==> src/rtl/screen_buffer_arbiter.sv <==
// Screen-buffer port arbiter: display reads own the buffer while visible; queued writer
// pixels drain one per cycle during blanking.
module screen_buffer_arbiter #(
  parameter int unsigned ADDR_BITS  = 14,
  parameter int unsigned DATA_BITS  = 6,
  parameter int unsigned MEM_WORDS  = 10000,
  parameter int unsigned FIFO_DEPTH = 4
) (
  input  logic                          clk,
  input  logic                          rst_n,
  input  logic                          display_active,
  input  logic [ADDR_BITS-1:0]          rd_addr,
  output logic [DATA_BITS-1:0]          rd_data,
  input  logic                          wr_valid,
  input  logic [ADDR_BITS-1:0]          wr_addr,
  input  logic [DATA_BITS-1:0]          wr_data,
  output logic                          wr_ready,
  output logic [ADDR_BITS-1:0]          mem_addr,
  output logic                          mem_we,
  output logic [DATA_BITS-1:0]          mem_wdata,
  input  logic [DATA_BITS-1:0]          mem_rdata,
  output logic [$clog2(FIFO_DEPTH):0]   queue_count,
  output logic                          err_oob,
  input  logic                          err_clr
);

  localparam int unsigned PTR_W = $clog2(FIFO_DEPTH);
  localparam int unsigned CNT_W = PTR_W + 1;
  localparam logic [CNT_W-1:0]   LP_DEPTH = CNT_W'(FIFO_DEPTH);
  localparam logic [ADDR_BITS:0] LP_WORDS = (ADDR_BITS + 1)'(MEM_WORDS);

  typedef enum logic [1:0] {StIdle, StRead, StDrain} state_e;

  state_e               r_state, w_state_d;
  logic                 r_disp_q;
  logic [PTR_W-1:0]     r_wptr, r_rptr;
  logic [CNT_W-1:0]     r_count, w_count_d;
  logic                 r_err;
  logic [ADDR_BITS-1:0] r_q_addr [FIFO_DEPTH];
  logic [DATA_BITS-1:0] r_q_data [FIFO_DEPTH];

  logic w_ready, w_accept, w_in_range, w_push, w_drop, w_pop;

  assign w_ready    = (r_count < LP_DEPTH);
  assign w_accept   = wr_valid & w_ready;
  assign w_in_range = ({1'b0, wr_addr} < LP_WORDS);
  assign w_push     = w_accept & w_in_range;
  assign w_drop     = w_accept & ~w_in_range;
  // DRAIN already implies a non-empty queue and blanking; the extra term is a safety guard.
  assign w_pop      = (r_state == StDrain) & ~r_disp_q & (r_count != '0);

  always_comb begin
    w_count_d = r_count;
    if (w_push && !w_pop) begin
      w_count_d = r_count + CNT_W'(1);
    end else if (!w_push && w_pop) begin
      w_count_d = r_count - CNT_W'(1);
    end
  end

  // The state register always holds the decode of display_active_q and queue_count
  // as they stand after the same edge, so a rise stops draining after one more write.
  always_comb begin
    w_state_d = StIdle;
    if (display_active) begin
      w_state_d = StRead;
    end else if (w_count_d != '0) begin
      w_state_d = StDrain;
    end
  end

  always_ff @(posedge clk or negedge rst_n) begin
    if (!rst_n) begin
      r_state  <= StIdle;
      r_disp_q <= 1'b0;
      r_wptr   <= '0;
      r_rptr   <= '0;
      r_count  <= '0;
      r_err    <= 1'b0;
    end else begin
      r_state  <= w_state_d;
      r_disp_q <= display_active;
      r_count  <= w_count_d;
      if (w_push) begin
        r_wptr <= r_wptr + PTR_W'(1);
      end
      if (w_pop) begin
        r_rptr <= r_rptr + PTR_W'(1);
      end
      if (w_drop) begin
        r_err <= 1'b1;
      end else if (err_clr) begin
        r_err <= 1'b0;
      end
    end
  end

  always_ff @(posedge clk) begin
    if (w_push) begin
      r_q_addr[r_wptr] <= wr_addr;
      r_q_data[r_wptr] <= wr_data;
    end
  end

  always_comb begin
    mem_we    = 1'b0;
    mem_addr  = rd_addr;
    mem_wdata = '0;
    if (w_pop) begin
      mem_we    = 1'b1;
      mem_addr  = r_q_addr[r_rptr];
      mem_wdata = r_q_data[r_rptr];
    end
  end

  assign rd_data     = mem_rdata;
  assign wr_ready    = w_ready;
  assign queue_count = r_count;
  assign err_oob     = r_err;

endmodule

==> config.mk <==
export PLATFORM = sky130hd
export DESIGN_NAME = screen_buffer_arbiter
export DESIGN_NICKNAME = d
export VERILOG_FILES = /design/src/rtl/screen_buffer_arbiter.sv
export SDC_FILE = /design/constraint.sdc
export NUM_CORES = 1
export LEC_CHECK = 0
export BUFFER_PORTS_ARGS = -buffer_cell sky130_fd_sc_hd__buf_2
export CORE_ASPECT_RATIO = 0.75
export CORE_MARGIN = 2
export CORE_UTILIZATION = 60
export CTS_BUF_LIST = sky130_fd_sc_hd__clkbuf_4 sky130_fd_sc_hd__clkbuf_8
export DETAILED_ROUTE_END_ITERATION = 8
export PLACE_DENSITY = 0.84
export SLEW_MARGIN = 20
export SYNTH_ARGS = -nofsm -noshare
export SYNTH_HDL_FRONTEND = slang
export SYNTH_SLANG_ARGS = --single-unit
==> constraint.sdc <==
create_clock -name clk -period 3.4 [get_ports clk]
set_input_delay 0.68 -clock clk [delete_from_list [all_inputs] [get_ports clk]]
set_output_delay 0.68 -clock clk [all_outputs]
set_load 0.1 [all_outputs]
==> results of run 1 <==
## sequential cells by signal (all words and copies together) (netlist names)
register and count:
err_oob 1, r_rptr 2, queue_count 3, r_q_addr 56, r_q_data 24, r_wptr 2, r_state 2
## cell families (layout without fill, tap and decap cells)
kind of cell	count (synthesis)	after routing	share of synthesized area, %
adder cells (fa/ha/maj)	7	7	2.26
multiplexers	21	21	11.9
XOR/XNOR	4	4	0.905
buffers and inverters	23	96	3.20
AO/OA/AOI/OAI	23	23	4.69
flip-flops	90	90	68.5
AND/OR/NAND/NOR	70	70	8.53
## power by group through the flow
stage / Combinational, mW / Sequential (mW) / Clock, mW
2_1_floorplan: 1.49 / 1.57 / 0
3_3_place_gp: 1.86 / 1.46 / 0
3_5_place_dp: 1.90 / 1.47 / 0
4_1_cts: 1.90 / 1.44 / 0.695
5_1_grt: 1.98 / 1.46 / 0.737
6_report: 1.89 / 1.44 / 0.684
## through the flow
stage / setup slack [ns] / util [%] / instance area [µm²]
after floorplan: 0.0165 / - / 3900
after global placement: 0.856 / 68.6 / 4290
after detailed placement: 0.803 / 68.6 / 4290
after CTS: 0.416 / 71.6 / 4480
after global routing: 0.315 / 71.6 / 4480
final: 0.422 / 71.6 / 4480
## worst min path at each step
stage | startpoint | end | slack, ns
after detailed placement | err_oob | err_oob | 0.53
final | rst_n | r_state[0] | 0.18
after floorplan | rst_n | err_oob | 0.38
after CTS | rst_n | r_state[0] | 0.18
after global routing | rst_n | r_state[1] | 0.19
after global placement | err_oob | err_oob | 0.52
## cell type report
type / instances / area (µm²)
multi-input combinational: 125 / 1120
tap: 81 / 101
clock buffer: 10 / 131
timing repair buffer: 72 / 380
clock inverter: 5 / 56.3
inverter: 9 / 38.8
fill: 409 / 1780
sequential: 90 / 2650
## cell usage in the layout, fill, tap and decap left out, types with 2 or more instances in the layout
| cell type | instances |
|---|---|
| edfxtp_1 | 80 |
| inv_1 | 7 |
| and2_1 | 5 |
| mux4_2 | 20 |
| clkinvlp_4 | 3 |
| buf_4 | 8 |
| nand2_2 | 10 |
| nor2b_1 | 2 |
| xnor2_1 | 4 |
| ha_1 | 7 |
| and3_1 | 6 |
| a21oi_1 | 4 |
| buf_2 | 64 |
| clkbuf_8 | 9 |
| o21ai_0 | 3 |
| nand2_1 | 37 |
| dfrtp_1 | 9 |
| nor2_1 | 3 |
| clkinv_1 | 2 |
## worst max-delay path, cell delays in order (launching register included)
cell and delay (ns):
dfrtp_2 0.42, inv_1 0.10, ha_1 0.26, nand2b_4 0.16, nand2_4 0.20, clkinv_4 0.21, nand2_1 0.09, nand2_1 0.07
buf_2 0.43
## metal layers
layer	track usage [%]	vias to the layer above	part of all wire (%)
met1	27.6	1064	43
met2	37.7	104	48
li1	-	1030	-
met5	0	-	0
met4	4.69	0	0.96
met3	6.85	10	7.9
==> metrics, run 1 <==
outcome=finished clean; hold_ws=0.184 ns; share of layout cells above drive strength 1=39.9%; share of the synthesized area in the top cell type=62.1%; # port buffers=64; path depth of the worst reg2reg path=8; Pwr per Cell Area=about 900 nW/µm²; top-count cell post-synth=edfxtp_1; Hold Buf Count CTS=0; initial antenna violation count=0; Initial Util=61.9%; Cells after DPL=roughly 380; worst hold path type=input port to async pin; post-layout power=4.02 mW; Die Y=~74 µm; via count=2208; CP Launch Point=queue_count[0]; kind of critical path=register to output port; P_sw=1.82 mW; Final Net Count=359; synth cell count leaders=edfxtp_1 (80), nand2_1 (46), mux4_2 (20); synthesized area per cell=16.3 µm²; Max-slew headroom=52.6%; largest net degree at the start of global routing=21; Seq pwr share=between 30% and 40%; die width=between 90 and 100 µm; R2R Path Start=queue_count[0]; Worst Path Required=2.72 ns; TritonCTS clock tree=built; unrepaired setup endpoints after global routing=false; crit path DAT=2.30 ns; Post-CTS Resized=0; first-pass GRT wire length=11300 µm; flop-to-flop setup slack=1.25 ns; vias per cell=5.63; Tmin final=2.98 ns; Bufs on Longest Clock Path=2; Worst Setup Start Kind=register; Max Cap Viol=0; GRT Overall Usage=21.7%; cell area after synthesis=3870 µm²; CTS Buf Count=9; Worst-path clk slew=0.08 ns; Setup violations, final=0; DRT Pass-1 Iters=4; sequential share of the synthesized area=68.5%; WL final=7310 µm; logic gate share of total power=47.1%; Int Pwr=2.20 mW; clk_lat worst skew=0.35 ns; fmax=336 MHz; synthesis-to-layout area growth=15.7%; clock sink total=90; Overflow after GRT=0; Post-CTS Setup Bufs=0; Async SR Flop Fraction=~11%; highest net fanout along the worst path=20; Avg WL per Cell=18.6 µm; diode count=0; Final period util=~90%; Worst IR Drop VDD=0.000439 V; Clk pwr share=17.0%; critical path capture point type=output port; Sum Neg Setup Slack=0 ns; root buffer cell=clkbuf_8; Syn Nets=slightly below 300; number of synthesized flops with an enable pin=80; core area=about 6300 µm²; worst slew pin tran=0.711 ns; number of cell rows=25; ys flop type=edfxtp_1; yosys warns=0; Seq cells post-synth=90; non-filler instance count after layout=392; Post-Syn Instances=approximately 240; number of global-route vias before repair=2227; Clock Skews=between 0.008 and 0.009 ns; synth unique cells=43; top post-synthesis cells by area=edfxtp_1 (62%), mux4_2 (12%), dfrtp_1 (6.5%), nand2_1 (4.5%), ha_1 (2.3%); CP endpoint=mem_addr[3]; DR iter-0 viols=approximately 200; Ports=between 70 and 80; HPWL after DPL=4880 µm; GP Congestion=0.772; Die Area=~7100 µm²; max-slew violations=0; RR Endpoint=r_state[1]; Residual DRC=0; antenna viol nets, final=0; switching part of the total power=45.2%; htree depth=3; Leak=1.71 nW; largest area contributor in the synthesized netlist=edfxtp_1; Final Hold Viols=0
Power figures use the tool's default switching activity.
==> run 2, diff against run 1 <==
--- a/config.mk
+++ b/config.mk
@@ -6,7 +6,7 @@
 export NUM_CORES = 1
 export LEC_CHECK = 0
 export BUFFER_PORTS_ARGS = -buffer_cell sky130_fd_sc_hd__buf_2
-export CORE_ASPECT_RATIO = 0.75
+export CORE_ASPECT_RATIO = 0.8
 export CORE_MARGIN = 2
 export CORE_UTILIZATION = 60
 export CTS_BUF_LIST = sky130_fd_sc_hd__clkbuf_4 sky130_fd_sc_hd__clkbuf_8
==> constraint.sdc (replaced) <==
create_clock -name clk -period 3.5 [get_ports clk]
set_input_delay 0.7 -clock clk [delete_from_list [all_inputs] [get_ports clk]]
set_output_delay 0.7 -clock clk [all_outputs]
set_load 0.1 [all_outputs]
==> run 2 against run 1 <==
Cell count grew 1.0%. Sequential cell count is the same. Routed wire length shrank 0.14%. Utilization shrank 0.41 points. Clock skew shrank 0.00053 ns. Die area is essentially flat. Sequential power is essentially flat. Largest cell class unchanged. Largest power group unchanged.
==> metrics, run 2 (same netlist as run 1, synthesis figures left out) <==
number of cell rows=26 (+4.0%); Hold Buf Count CTS=0 (unchanged); Setup violations, final=0 (unchanged); number of global-route vias before repair=2184 (-1.9%); Final Hold Viols=0 (unchanged); area of the multi-input gates=1120 µm² (unchanged); share of layout cells above drive strength 1=40.1% (+0.19 points); critical path capture point type=output port; diode count=0 (unchanged); DR iter-0 viols=134 (-32%); Final Net Count=359 (unchanged); fmax=326 MHz; Sum Neg Setup Slack=0 ns (unchanged); most frequent cells in the layout=edfxtp_1 (80), buf_2 (64), nand2_1 (37); Worst Setup Start Kind=register; worst hold path type=input port to async pin; Worst-path clk slew=0.08 ns (about the same); largest net degree at the start of global routing=21 (unchanged); crit path DAT=2.37 ns (+0.07 ns); Bufs on Longest Clock Path=2 (unchanged); non-filler instance count after layout=396 (+1.0%); initial antenna violation count=0 (unchanged); unrepaired setup endpoints after global routing=false; htree depth=3 (unchanged); Seq pwr share=36.5% (+0.6 points); P_sw=1.77 mW (-2.6%); most common cell after layout, fill and taps aside=edfxtp_1; worst path cell trace=buf_4, mux4_2, nand2_1, nand2_2, buf_2; Tmin final=3.07 ns; Final period util=87.6%; number of fill cells=425 (+3.9%); via count=2222 (+0.63%); TritonCTS clock tree=built; number of flip-flops in the largest register=56 (unchanged); Die Area=7110 µm² (about the same); CP Launch Point=r_rptr[0]; Worst IR Drop VDD=0.000487 V (+11%); Initial Util=61.3% (-0.54 points); Leak=1.72 nW (+0.50%); Clock Skews=0.00796 ns (-0.000528 ns); max-slew violations=0 (unchanged); Die Y=75.8 µm (+3.1%); antenna viol nets, final=0 (unchanged); register area=2650 µm² (unchanged); Pwr per Cell Area=871 nW/µm² (-2.9%); Max Cap Viol=0 (unchanged); worst slew pin tran=0.672 ns (-0.0391 ns); CTS Buf Count=9 (unchanged); GP Congestion=0.806 (+4.4%); root buffer cell=clkbuf_8; slowest stage cell, crit path=dfrtp_1; synthesis-to-layout area growth=16.1%; Post-CTS Resized=0 (unchanged); highest net fanout along the worst path=10 (-50%); WL final=7300 µm (-0.14%); Overflow after GRT=0 (unchanged); switching part of the total power=45.3% (about the same); clk_lat worst skew=0.35 ns (about the same); Worst path max stage delay=0.70 ns (+0.27 ns); Max-slew headroom=55.2% (+2.6 points); Most flops, register=r_q_addr; outcome=finished clean; Worst Path Required=2.80 ns (+0.08 ns); die width=93.8 µm (-3.0%); Residual DRC=0 (unchanged); Ports=77 (unchanged); Clk pwr share=17.5% (+0.5 points); hold_ws=0.200 ns (+0.0161 ns); core area=6310 µm² (+0.88%); GRT Overall Usage=22.2% (+0.50 points); DRT Pass-1 Iters=4 (unchanged); HPWL after DPL=4940 µm (+1.2%); vias per cell=5.61 (-0.38%); kind of critical path=register to output port; Avg WL per Cell=18.4 µm (-1.1%); Int Pwr=2.14 mW (-2.6%); clock sink total=90 (unchanged); first-pass GRT wire length=11200 µm (-1.2%); logic gate share of total power=46.0% (-1.1 points); # port buffers=64 (unchanged); Post-CTS Setup Bufs=0 (unchanged); Cells after DPL=380 (+0.80%); R2R Path Start=queue_count[0]
run 2: cell types whose count changed in the layout (fill, tap and decap cells not counted):
cell        before  now
inv_6            0    1
clkinv_4         1    2
clkinvlp_4       3    2
run 2: critical path, delay by kind of cell, from the launching register on:
| kind | cells | cell delay, ns |
|---|---|---|
| flip-flops | 1 | 0.70 |
| buffers and inverters | 2 | 0.61 |
| multiplexers | 1 | 0.54 |
| AND/OR/NAND/NOR | 2 | 0.16 |
run 2: stage by stage:
step,total power [mW],cell area (µm²),worst slack [ns],util [%]
3_5_place_dp,3.25,4300,0.781,68.1
4_1_cts,3.94,4490,0.377,71.2
5_1_grt,4.09,4490,0.246,71.2
3_3_place_gp,3.23,4300,0.801,68.1
6_report,3.91,4490,0.432,71.2
2_1_floorplan,2.97,3900,0.0965,-
run 2: worst paths after layout:
path | endpoint | slack (ns) | cells after the start
max | mem_addr[10] | 0.43 | 5
min | r_state[1] | 0.20 | 1
max reg2reg | r_state[1] | 1.40 | 8
min reg2reg | err_oob | 0.53 | 2
max in group asynchronous | queue_count[0] | 3.08 | 1
min in group clk | err_oob | 0.52 | 2
run 2: layer usage:
layer | vias to the layer above | global-route usage [%] | part of all wire, %
li1 | 1034 | - | -
met1 | 1121 | 28.8 | 44
met2 | 65 | 37.9 | 50
met3 | 2 | 6.73 | 5.3
met4 | 0 | 5.80 | 0.32
met5 | - | 0 | 0
run 2: final cells by class:
type	count	share of cell area (%)
inverters	9	0.863
clock buffers	10	2.92
well taps	84	2.34
multi-input cells	125	24.9
repair buffers	72	8.47
clock inverters	6	1.48
flip-flops and latches	90	59.1
run 2: power groups by stage:
stage	Clock (mW)	Sequential, mW	Combinational, mW
2_1_floorplan	0	1.52	1.45
5_1_grt	0.743	1.45	1.90
4_1_cts	0.703	1.43	1.81
3_5_place_dp	0	1.45	1.80
6_report	0.686	1.43	1.80
3_3_place_gp	0	1.45	1.78
==> run 3, diff against run 2 <==
--- a/config.mk
+++ b/config.mk
@@ -12,6 +12,7 @@
 export CTS_BUF_LIST = sky130_fd_sc_hd__clkbuf_4 sky130_fd_sc_hd__clkbuf_8
 export DETAILED_ROUTE_END_ITERATION = 8
 export PLACE_DENSITY = 0.84
+export RECOVER_POWER = 100
 export SLEW_MARGIN = 20
 export SYNTH_ARGS = -nofsm -noshare
 export SYNTH_HDL_FRONTEND = slang
==> run 3 against run 2 <==
Maximum frequency fell by 2.4%. Largest cell class unchanged. Utilization fell by 1.1 points. Cell area fell by 1.5%. Critical path type unchanged. Clock skew barely moved. Die area did not move.
==> metrics, run 3 (same netlist as run 1, synthesis figures left out) <==
vias per cell=5.64 (+0.59%); diode count=0 (unchanged); Final Net Count=359 (unchanged); Final period util=89.8% (+2.2 points); unrepaired setup endpoints after global routing=false; Pwr per Cell Area=878 nW/µm² (+0.83%); synthesis-to-layout area growth=14.4%; Clock Skews=0.00829 ns (+0.000334 ns); max-slew violations=0 (unchanged); outcome=finished clean; most frequent cells in the layout=edfxtp_1 (80), nand2_1 (37), clkbuf_1 (28); Setup violations, final=0 (unchanged); Die Area=7110 µm² (unchanged); most common cell after layout, fill and taps aside=edfxtp_1; Max Cap Viol=0 (unchanged); root buffer cell=clkbuf_8; # port buffers=64 (unchanged); clk_lat worst skew=0.35 ns (about the same); share of layout cells above drive strength 1=30.4% (-9.6 points); GRT Overall Usage=22.2% (unchanged); crit path DAT=2.44 ns (+0.07 ns); Post-CTS Resized=0 (unchanged); Hold Buf Count CTS=0 (unchanged); Leak=1.63 nW (-5.3%); Residual DRC=0 (unchanged); Bufs on Longest Clock Path=2 (unchanged); HPWL after DPL=4940 µm (unchanged); number of flip-flops in the largest register=56 (unchanged); critical path capture point type=output port; Overflow after GRT=0 (unchanged); via count=2235 (+0.59%); GP Congestion=0.806 (unchanged); kind of critical path=register to output port; Die Y=75.8 µm (unchanged); Tmin final=3.14 ns (+0.0758 ns); worst hold path type=input port to async pin; TritonCTS clock tree=built; number of global-route vias before repair=2184 (unchanged); Max-slew headroom=22.9% (-32 points); WL final=7320 µm (+0.30%); CTS Buf Count=9 (unchanged); initial antenna violation count=0 (unchanged); final core utilization=70.1% (-1.1 points); die width=93.8 µm (unchanged); antenna viol nets, final=0 (unchanged); Final Hold Viols=0 (unchanged); fmax=318 MHz (-2.4%); worst slew pin tran=1.16 ns (+0.489 ns); number of cell rows=26 (unchanged); Ports=77 (unchanged); Post-CTS Setup Bufs=0 (unchanged); largest net degree at the start of global routing=21 (unchanged); number of fill cells=447 (+5.2%); first-pass GRT wire length=11200 µm (unchanged); clock sink total=90 (unchanged); core area=6310 µm² (unchanged); Initial Util=61.3% (unchanged); DRT Pass-1 Iters=4 (unchanged); DR iter-0 viols=125 (-6.7%); htree depth=3 (unchanged); Worst Path Required=2.80 ns (about the same); Worst-path clk slew=0.08 ns (about the same); Sum Neg Setup Slack=0 ns (unchanged); Avg WL per Cell=18.5 µm (+0.30%); Most flops, register=r_q_addr; highest net fanout along the worst path=10 (unchanged); Worst Setup Start Kind=register; Worst IR Drop VDD=0.000485 V (-0.46%)
[run 3: final timing paths]
path                                   end      startpoint  slack (ns)  cells after the start
max                            mem_addr[1]       r_rptr[0]        0.36                      5
min                             r_state[1]           rst_n        0.33                      1
max reg2reg                r_q_addr[1][11]  queue_count[2]        0.84                      5
min reg2reg                        err_oob         err_oob        0.55                      2
max in group asynchronous   queue_count[0]           rst_n        2.73                      1
min in group clk                   err_oob         err_clr        0.53                      2
[run 3: worst max-delay path, cell delays in order (launching register included)]
cell      delay, ns
dfrtp_1        0.69
clkbuf_1       0.34
mux4_2         0.54
nand2_1        0.09
nand2_1        0.06
clkbuf_2       0.37
[run 3: through the flow]
step           cells  worst slack, ns  power [mW]  hold WS, ns  instance area (µm²)
6_report         396            0.357        3.89        0.330                 4430
5_1_grt          396            0.165        4.07        0.358                 4430
4_1_cts          396            0.377        3.94        0.194                 4490
3_5_place_dp     380            0.781        3.25        0.534                 4300
3_3_place_gp     380            0.801        3.23        0.518                 4300
2_1_floorplan    238           0.0965        2.97        0.404                 3900
[run 3: area by class of cell]
class,instances,area [µm²],area share [%]
Clock inverter,6,66.3,1.50
Inverter,9,38.8,0.876
Multi-Input combinational cell,125,1100,24.8
Timing Repair Buffer,72,333,7.52
Tap cell,84,105,2.37
Clock buffer,10,131,2.97
Sequential cell,90,2650,59.9
[run 3: routing by layer]
layer  up-vias  global-route usage [%]  routed length [µm]
li1       1033                       -                   -
met1      1121                    28.8                3160
met2        79                    37.9                3670
met3         2                    6.73                 473
met4         0                    5.80                  22
met5         -                       0                   0
[run 3: power by group]
group,switching (mW),internal [mW],leakage [nW]
sequential,0.125,1.30,0.839
combinational,1.30,0.478,0.694
clock,0.347,0.339,0.0940
